**src/rtl/snd_dsdac_out.sv**
```systemverilog
// Multi-channel first-order delta-sigma audio output with a frame FIFO and a sample-rate divider.
// Optional build macro SND_DSDAC_VOLUME_EN adds the vol port (arithmetic attenuation applied at pop).
module snd_dsdac_out #(
  parameter int CH    = 2,
  parameter int W     = 16,
  parameter int DEPTH = 4,
  parameter int DIV   = 1134
) (
  input  logic                         m_clock,
  input  logic                         p_reset,
  input  logic                         in_valid,
  output logic                         in_ready,
  input  logic [CH*W-1:0]              in_data,
  input  logic                         clr_underrun,
  output logic                         underrun,
  output logic [$clog2(DEPTH+1)-1:0]   fifo_level,
`ifdef SND_DSDAC_VOLUME_EN
  input  logic [3:0]                   vol,
`endif
  output logic [CH-1:0]                dout
);

  localparam int CW = $clog2(DIV);
  localparam int PW = $clog2(DEPTH);
  localparam int LW = $clog2(DEPTH+1);

  typedef logic [W-1:0] sample_t;

  logic [CW-1:0]   cnt_q, cnt_d;
  logic [PW-1:0]   wr_ptr_q, wr_ptr_d, rd_ptr_q, rd_ptr_d;
  logic [LW-1:0]   level_q, level_d;
  logic            underrun_q, underrun_d;
  logic [CH-1:0]   dout_q, dout_d;
  logic [CH*W-1:0] mem_q [DEPTH];
  sample_t         cur_q [CH];
  sample_t         cur_d [CH];
  sample_t         acc_q [CH];
  sample_t         acc_d [CH];

  logic strobe, push, pop;

  assign strobe     = (cnt_q == CW'(DIV - 1));
  assign in_ready   = (level_q != LW'(DEPTH));
  assign push       = in_valid && in_ready;
  assign pop        = strobe && (level_q != '0);
  assign underrun   = underrun_q;
  assign fifo_level = level_q;
  assign dout       = dout_q;

  // NOTE: every always_comb output gets a default first so no path leaves it unassigned (no latch).
  always_comb begin
    cnt_d      = strobe ? '0 : cnt_q + 1'b1;
    wr_ptr_d   = wr_ptr_q;
    rd_ptr_d   = rd_ptr_q;
    level_d    = level_q;
    underrun_d = underrun_q;
    if (push) wr_ptr_d = wr_ptr_q + 1'b1;
    if (pop)  rd_ptr_d = rd_ptr_q + 1'b1;
    case ({push, pop})
      2'b10:   level_d = level_q + LW'(1);
      2'b01:   level_d = level_q - LW'(1);
      default: level_d = level_q;
    endcase
    // An empty strobe wins over a same-cycle clear so no underrun is ever lost.
    if (strobe && (level_q == '0)) underrun_d = 1'b1;
    else if (clr_underrun)         underrun_d = 1'b0;
  end

  always_comb begin
    for (int k = 0; k < CH; k++) begin
      logic [W:0] sum;
      sample_t    head;
      cur_d[k] = cur_q[k];
      head     = mem_q[rd_ptr_q][k*W +: W];
`ifdef SND_DSDAC_VOLUME_EN
      if (pop) cur_d[k] = sample_t'($signed(head) >>> vol);
`else
      if (pop) cur_d[k] = head;
`endif
      // Offset binary: flipping the sign bit maps -2^(W-1) to 0 and 2^(W-1)-1 to full scale.
      sum       = {1'b0, acc_q[k]} + {1'b0, cur_q[k] ^ sample_t'(1 << (W - 1))};
      acc_d[k]  = sum[W-1:0];
      dout_d[k] = sum[W];
    end
  end

  // NOTE: the frame storage has no reset; reset empties the FIFO through the pointers and level instead.
  always_ff @(posedge m_clock) begin
    if (push) mem_q[wr_ptr_q] <= in_data;
  end

  // NOTE: sequential state uses non-blocking assignments so every register samples pre-edge values.
  always_ff @(posedge m_clock) begin
    if (p_reset) begin
      cnt_q      <= '0;
      wr_ptr_q   <= '0;
      rd_ptr_q   <= '0;
      level_q    <= '0;
      underrun_q <= 1'b0;
      dout_q     <= '0;
      for (int k = 0; k < CH; k++) begin
        cur_q[k] <= '0;
        acc_q[k] <= '0;
      end
    end else begin
      cnt_q      <= cnt_d;
      wr_ptr_q   <= wr_ptr_d;
      rd_ptr_q   <= rd_ptr_d;
      level_q    <= level_d;
      underrun_q <= underrun_d;
      dout_q     <= dout_d;
      for (int k = 0; k < CH; k++) begin
        cur_q[k] <= cur_d[k];
        acc_q[k] <= acc_d[k];
      end
    end
  end

endmodule

```
**config.mk**
```make
export PLATFORM = sky130hd
export DESIGN_NAME = snd_dsdac_out
export DESIGN_NICKNAME = d
export VERILOG_FILES = /design/src/rtl/snd_dsdac_out.sv
export SDC_FILE = /design/constraint.sdc
export NUM_CORES = 1
export LEC_CHECK = 0
export CORE_ASPECT_RATIO = 0.9
export CORE_MARGIN = 1.5
export CORE_UTILIZATION = 45
export CTS_CLUSTER_DIAMETER = 200
export DETAILED_ROUTE_END_ITERATION = 8
export HOLD_SLACK_MARGIN = 0.12
export SLEW_MARGIN = 20
export SYNTH_ARGS = -nofsm -noshare
export SYNTH_HDL_FRONTEND = slang
export SYNTH_SLANG_ARGS = --single-unit
```
**constraint.sdc**
```tcl
create_clock -name m_clock -period 6.8 [get_ports m_clock]
set_clock_uncertainty 0.1 [all_clocks]
set_input_delay 1.36 -clock m_clock [delete_from_list [all_inputs] [get_ports m_clock]]
set_output_delay 1.36 -clock m_clock [all_outputs]
set_load 0.1 [all_outputs]
```
==> metrics, run 1 <==
outcome=finished, violations left; violated checks=design-rule violations; CTS Root Cell=clkbuf_16; Post-Syn Area=9150 µm²; largest net degree at the start of global routing=53; CP arrival=between 2 and 2.5 ns; IO Pins=43; peak supply drop=224 µV; Mapped Nets=between 700 and 800; setup violators final=0; core area=19,900 µm²; Worst Path Required=approximately 5.3 ns; NetSw=592 µW; Sw Ratio=0.208; vias in the first global route=5,544; via count=5,587; grt total ovfl=0; DP Area=slightly below 10,000 µm²; post-synth top area cell=edfxtp_1; Die Area=about 21,000 µm²; CTS tree=yes; Area Overhead vs Synth=15.9%; most frequent cells in the layout=128 x edfxtp_1, 86 x dfxtp_1, 80 x nand2_1, 64 x a21oi_1, 53 x nor2_1; most common cell after layout, fill and taps aside=edfxtp_1; dpl cells=985; RSZ-0062 raised after global routing=no; worst reg2reg path startpoint=cnt_q[7]$_SDFF_PP0_; number of remaining DRC errors=1; share of layout cells above drive strength 1=0.112; die width=153 µm; number of buffers created by CTS=24; final instance area=10,600 µm²; fin. max-slew vios=0; Fillers=1,643; Rel. slew slack=0.349; Cell Pwr Density=roughly 270 nW/µm²; Post-Syn Instances=slightly above 700; area of the multi-input gates=3360 µm²; # rows=49; Final #Nets=roughly 830; FF-to-FF setup slack=3.70 ns; final hold vios=0; Initial Utilization=0.459; initial antenna violation count=0; H-tree levels=1; f_max=roughly 260 MHz; sequential fraction of design power=0.505; post-route ant nets=0; Post-Layout Cell Count=1,029; postcts setup bufs=0; port bufs=42; Detailed Place HPWL=10.9 mm; Synth area leaders=edfxtp_1 42%, dfxtp_1 19%, mux4_2 7.9%, ha_1 5.3%, a21oi_1 3.5%; CTS Hold Buffers Added=0; asr flop ratio synth=0; FF+latch area=5590 µm²; # resized after CTS=0; Post-synth top flop=edfxtp_1; CP Class=reg2out; critical path launch point=fifo_level[0]$_SDFFE_PP0P_; Hold Crit Class=reg2reg; worst hold slack=~0.36 ns; CP endpoint kind=primary output; combinational share of power=0.047; sequential share of the synthesized area=0.611; Vias per Instance=about 5.4; Post-synth EDFFs=between 100 and 150; period utilization=0.562; YS warnings=0; #FFs+latches synth=215; clock sink count=215; # diodes=0; GRT Resource Usage Total=0.167; worst-margin pin slew=between 0.9 and 1 ns; DRT Pass-1 Iters=6; Post-Syn Area per Cell=12.9 µm²; Setup TNS=0 ns; Die Span Y=138 µm; worst r2r dst=fifo_level[2]$_SDFFE_PP0P_; r2r worst-path depth=11; Routed WL=17.1 mm; minimum clock period=3.82 ns; crit path launch type=flip-flop; max-cap violation count=0; worst skew pair latency=0.52 ns; Power Internal=2.26 mW; Final Total Pwr=2.85 mW; Max FO, Critical Path=6; DR WL/cell=16.6 µm; Final Wtd Congestion=0.807; first-pass GRT wire length=28.6 mm; worst setup path end=in_ready; Clock Path Buffers=3; Yosys cell types=between 50 and 60; P_leak=3.72 nW; Clock Power Share=0.449; share of the synthesized area in the top cell type=0.420; Clock transition at path regs=about 0.05 ns; DRT iter0 DRCs=just over 400
## Yosys cell counts, drive strengths merged, types with 5 or more instances
cell type	count
xnor2	6
dfxtp	87
edfxtp	128
nor3	15
a21o	8
nand3	7
a21oi	64
or3	6
o21a	10
nand2	80
nor2b	12
clkbuf	14
o21ai	22
mux2	6
ha	39
mux4	32
inv	14
nor3b	5
xor2	15
o211ai	5
o21bai	5
nor2	53
nand4	5
a211oi	8
buf	14
and3	8
## stage by stage
stage | utilization | setup slack [ns]
2_1_floorplan | - | 2.79
3_3_place_gp | 0.492 | 3.28
3_5_place_dp | 0.492 | 3.23
4_1_cts | 0.532 | 2.96
5_1_grt | 0.532 | 2.86
6_report | 0.532 | 2.98
## critical path, stage by stage, from the launching register on
cell	delay, ns
dfxtp_1	0.40
inv_1	0.10
nand3_1	0.17
clkdlybuf4s50_1	1.17
## final cells by class
cell class              instances  share of cell area
clock buffers                  31              0.0601
clock inverters                13              0.0151
inverters                      15             0.00578
multi-input cells             450               0.317
flip-flops and latches        215               0.527
well taps                     255              0.0301
repair buffers                 50              0.0448
## state kept, by name, summed over array words and instances (netlist names), named ones only
signal	count
cnt_q	11
rd_ptr_q	2
wr_ptr_q	2
dout	2
mem_q	128
underrun	1
acc_q	32
fifo_level	3
cur_q	32
## per-layer routing
layer | track usage | share of wire | up-vias
met5 | 0 | 0 | -
met3 | 0.0285 | 0.036 | 27
met4 | 0.0428 | 0.018 | 0
met2 | 0.260 | 0.44 | 99
li1 | - | - | 2736
met1 | 0.244 | 0.50 | 2725
## kinds of logic (layout without fill, tap and decap cells)
kind of cell	after synthesis	after routing	synth area share
buffers and inverters	43	109	0.0219
multiplexers	38	38	0.0862
AND/OR/NAND/NOR	209	209	0.107
adder cells (fa/ha/maj)	42	42	0.0599
XOR/XNOR	21	21	0.0201
AO/OA/AOI/OAI	140	140	0.0940
flip-flops	215	215	0.611
## power groups by stage
stage	registers [mW]	logic [mW]	clock network (mW)
6_report	1.44	0.133	1.28
5_1_grt	1.44	0.146	1.37
4_1_cts	1.44	0.136	1.31
3_5_place_dp	1.47	0.135	0
3_3_place_gp	1.46	0.131	0
2_1_floorplan	1.48	0.0662	0
## worst min path at each step
| stage | from | to | depth (start not counted) |
|---|---|---|---|
| 6_report | cur_q[0][23]$_SDFFE_PP0P_ | cur_q[0][23]$_SDFFE_PP0P_ | 2 |
| 5_1_grt | cur_q[0][15]$_SDFFE_PP0P_ | cur_q[0][15]$_SDFFE_PP0P_ | 2 |
| 4_1_cts | cur_q[0][23]$_SDFFE_PP0P_ | cur_q[0][23]$_SDFFE_PP0P_ | 2 |
| 3_5_place_dp | cur_q[0][23]$_SDFFE_PP0P_ | cur_q[0][23]$_SDFFE_PP0P_ | 2 |
| 3_3_place_gp | cur_q[0][15]$_SDFFE_PP0P_ | cur_q[0][15]$_SDFFE_PP0P_ | 2 |
| 2_1_floorplan | cur_q[0][15]$_SDFFE_PP0P_ | cur_q[0][15]$_SDFFE_PP0P_ | 2 |
Power figures use the tool's default switching activity.
==> inputs of run 2 (changes only) <==
- clock period: 6.8 -> 3.65 ns (I/O delays scaled with it)
==> metrics, run 2 (same netlist as run 1, synthesis figures left out) <==
CP endpoint kind=flip-flop; Core Util, Final=0.531 (-0.00151); Max FO, Critical Path=35 (+29); Hold Path Cell Cnt=2 (unchanged); post-route ant nets=0 (unchanged); Routed WL=17.3 mm (+1.4%); CTS tree=yes; Power Internal=4.15 mW (+84%); NetSw=1.09 mW (+84%); violated checks=design-rule violations; setup violators final=0 (unchanged); RSZ-0062 raised after global routing=no; core area=19,900 µm² (unchanged); Rel. slew slack=0.354 (+0.00577); r2r worst-path depth=10 (-1); Setup TNS=0 ns (unchanged); # resized after CTS=0 (unchanged); outcome=finished, violations left; DRT iter0 DRCs=289 (-29%); CTS Hold Buffers Added=0 (unchanged); GRT Resource Usage Total=0.168 (+0.000988); DRT Pass-1 Iters=6 (unchanged); initial antenna violation count=0 (unchanged); Initial Utilization=0.459 (unchanged); crit path launch type=flip-flop; worst skew pair latency=0.51 ns (about the same); clock sink count=215 (unchanged); max-cap violation count=0 (unchanged); Regs by FF count=mem_q x128, acc_q x32, cur_q x32; worst reg2reg path startpoint=cnt_q[7]$_SDFF_PP0_; via count=5,571 (-0.29%); FF-to-FF setup slack=0.71 ns (-2.99 ns); Cell Pwr Density=496 nW/µm² (+84%); grt total ovfl=0 (unchanged); first-pass GRT wire length=28.6 mm (-0.15%); worst r2r dst=fifo_level[2]$_SDFFE_PP0P_; final hold vios=0 (unchanged); postcts setup bufs=0 (unchanged); Clock Path Buffers=3 (unchanged); Largest register FFs=128 (unchanged); vias in the first global route=5,619 (+1.4%); Sw Ratio=0.208 (about the same); number of buffers created by CTS=23 (-4.2%); combinational share of power=0.048 (about the same); sequential fraction of design power=0.511 (+0.006); Worst Path Required=3.99 ns (-1.35 ns); Detailed Place HPWL=10.9 mm (about the same); fin. max-slew vios=0 (unchanged); share of layout cells above drive strength 1=0.117 (+0.00418); H-tree levels=1 (unchanged); Vias per Instance=5.42 (about the same); port bufs=42 (unchanged); Hold Crit Class=reg2reg; # rows=49 (unchanged); Clock Power Share=0.441 (-0.008); Die Span Y=138 µm (unchanged); CP arrival=3.28 ns (+0.92 ns); die width=153 µm (unchanged); number of remaining DRC errors=1 (unchanged); Final #Nets=833 (-0.12%); peak supply drop=380 µV (+70%); f_max=340 MHz; critical path launch point=cnt_q[7]$_SDFF_PP0_; most common cell after layout, fill and taps aside=edfxtp_1; worst-margin pin slew=0.965 ns (-0.00862 ns); Die Area=21,200 µm² (unchanged); Final Wtd Congestion=0.792 (-1.8%); worst setup path end=fifo_level[2]$_SDFFE_PP0P_; Clock transition at path regs=0.06 ns (about the same); most frequent cells in the layout=128 x edfxtp_1, 85 x dfxtp_1, 80 x nand2_1, 64 x a21oi_1, 53 x nor2_1; CTS Root Cell=clkbuf_16; IO Pins=43 (unchanged); # diodes=0 (unchanged); DR WL/cell=16.9 µm (+1.6%); minimum clock period=2.94 ns; Area Overhead vs Synth=15.6%; period utilization=0.805; P_leak=3.71 nW (-0.48%); worst hold slack=0.362 ns (-0.00197 ns); largest net degree at the start of global routing=41 (-23%); CP Class=reg2reg; Biggest register=mem_q
## run 2: metrics by stage
step / std cells / total power [mW] / setup WS [ns] / area, µm²
after floorplan: 708 / 2.87 / 0.0507 / 9150
after global placement: 985 / 2.97 / 0.796 / 9810
after detailed placement: 985 / 2.99 / 0.719 / 9810
after CTS: 1027 / 5.30 / 0.682 / 10600
after global routing: 1027 / 5.43 / 0.526 / 10600
final: 1027 / 5.24 / 0.711 / 10600
## run 2: routing by layer
| layer | global-route usage | wire length (µm) | part of all wire |
|---|---|---|---|
| met5 | 0 | 0 | 0 |
| met1 | 0.242 | 8310 | 0.48 |
| met3 | 0.0295 | 747 | 0.043 |
| met4 | 0.0526 | 361 | 0.021 |
| met2 | 0.260 | 7900 | 0.46 |
## run 2: worst min path at each step
| stage | endpoint | slack [ns] | from |
|---|---|---|---|
| floorplan | cur_q[0][15]$_SDFFE_PP0P_ | 0.34 | cur_q[0][15]$_SDFFE_PP0P_ |
| global placement | cur_q[0][19]$_SDFFE_PP0P_ | 0.35 | cur_q[0][19]$_SDFFE_PP0P_ |
| detailed placement | cur_q[0][6]$_SDFFE_PP0P_ | 0.35 | cur_q[0][6]$_SDFFE_PP0P_ |
| CTS | cur_q[0][6]$_SDFFE_PP0P_ | 0.36 | cur_q[0][6]$_SDFFE_PP0P_ |
| global route | cur_q[0][24]$_SDFFE_PP0P_ | 0.39 | cur_q[0][24]$_SDFFE_PP0P_ |
| finish | cur_q[0][19]$_SDFFE_PP0P_ | 0.36 | cur_q[0][19]$_SDFFE_PP0P_ |
## run 2: critical path, stage by stage, from the launching register on
cell,delay [ns]
dfxtp_1,0.34
or4b_1,0.55
nor3_2,0.19
nand2b_1,0.15
clkinv_4,0.24
ha_1,0.24
inv_1,0.06
fa_1,0.37
xor2_1,0.16
or3_1,0.31
a21oi_1,0.15
## run 2: cell type report
type / count / area [µm²]
repair buffers: 50 / 473
fillers: 1627 / 9350
clock inverters: 8 / 106
flip-flops and latches: 215 / 5590
inverters: 15 / 61.3
clock buffers: 34 / 657
well taps: 255 / 319
multi-input cells: 450 / 3370
## run 2: power groups by stage
stage                     combinational (mW)  sequential [mW]  clock (mW)
after floorplan                        0.124             2.75           0
after global placement                 0.245             2.73           0
after detailed placement               0.254             2.73           0
after CTS                              0.255             2.68        2.37
after global routing                   0.274             2.69        2.47
final                                  0.251             2.68        2.31
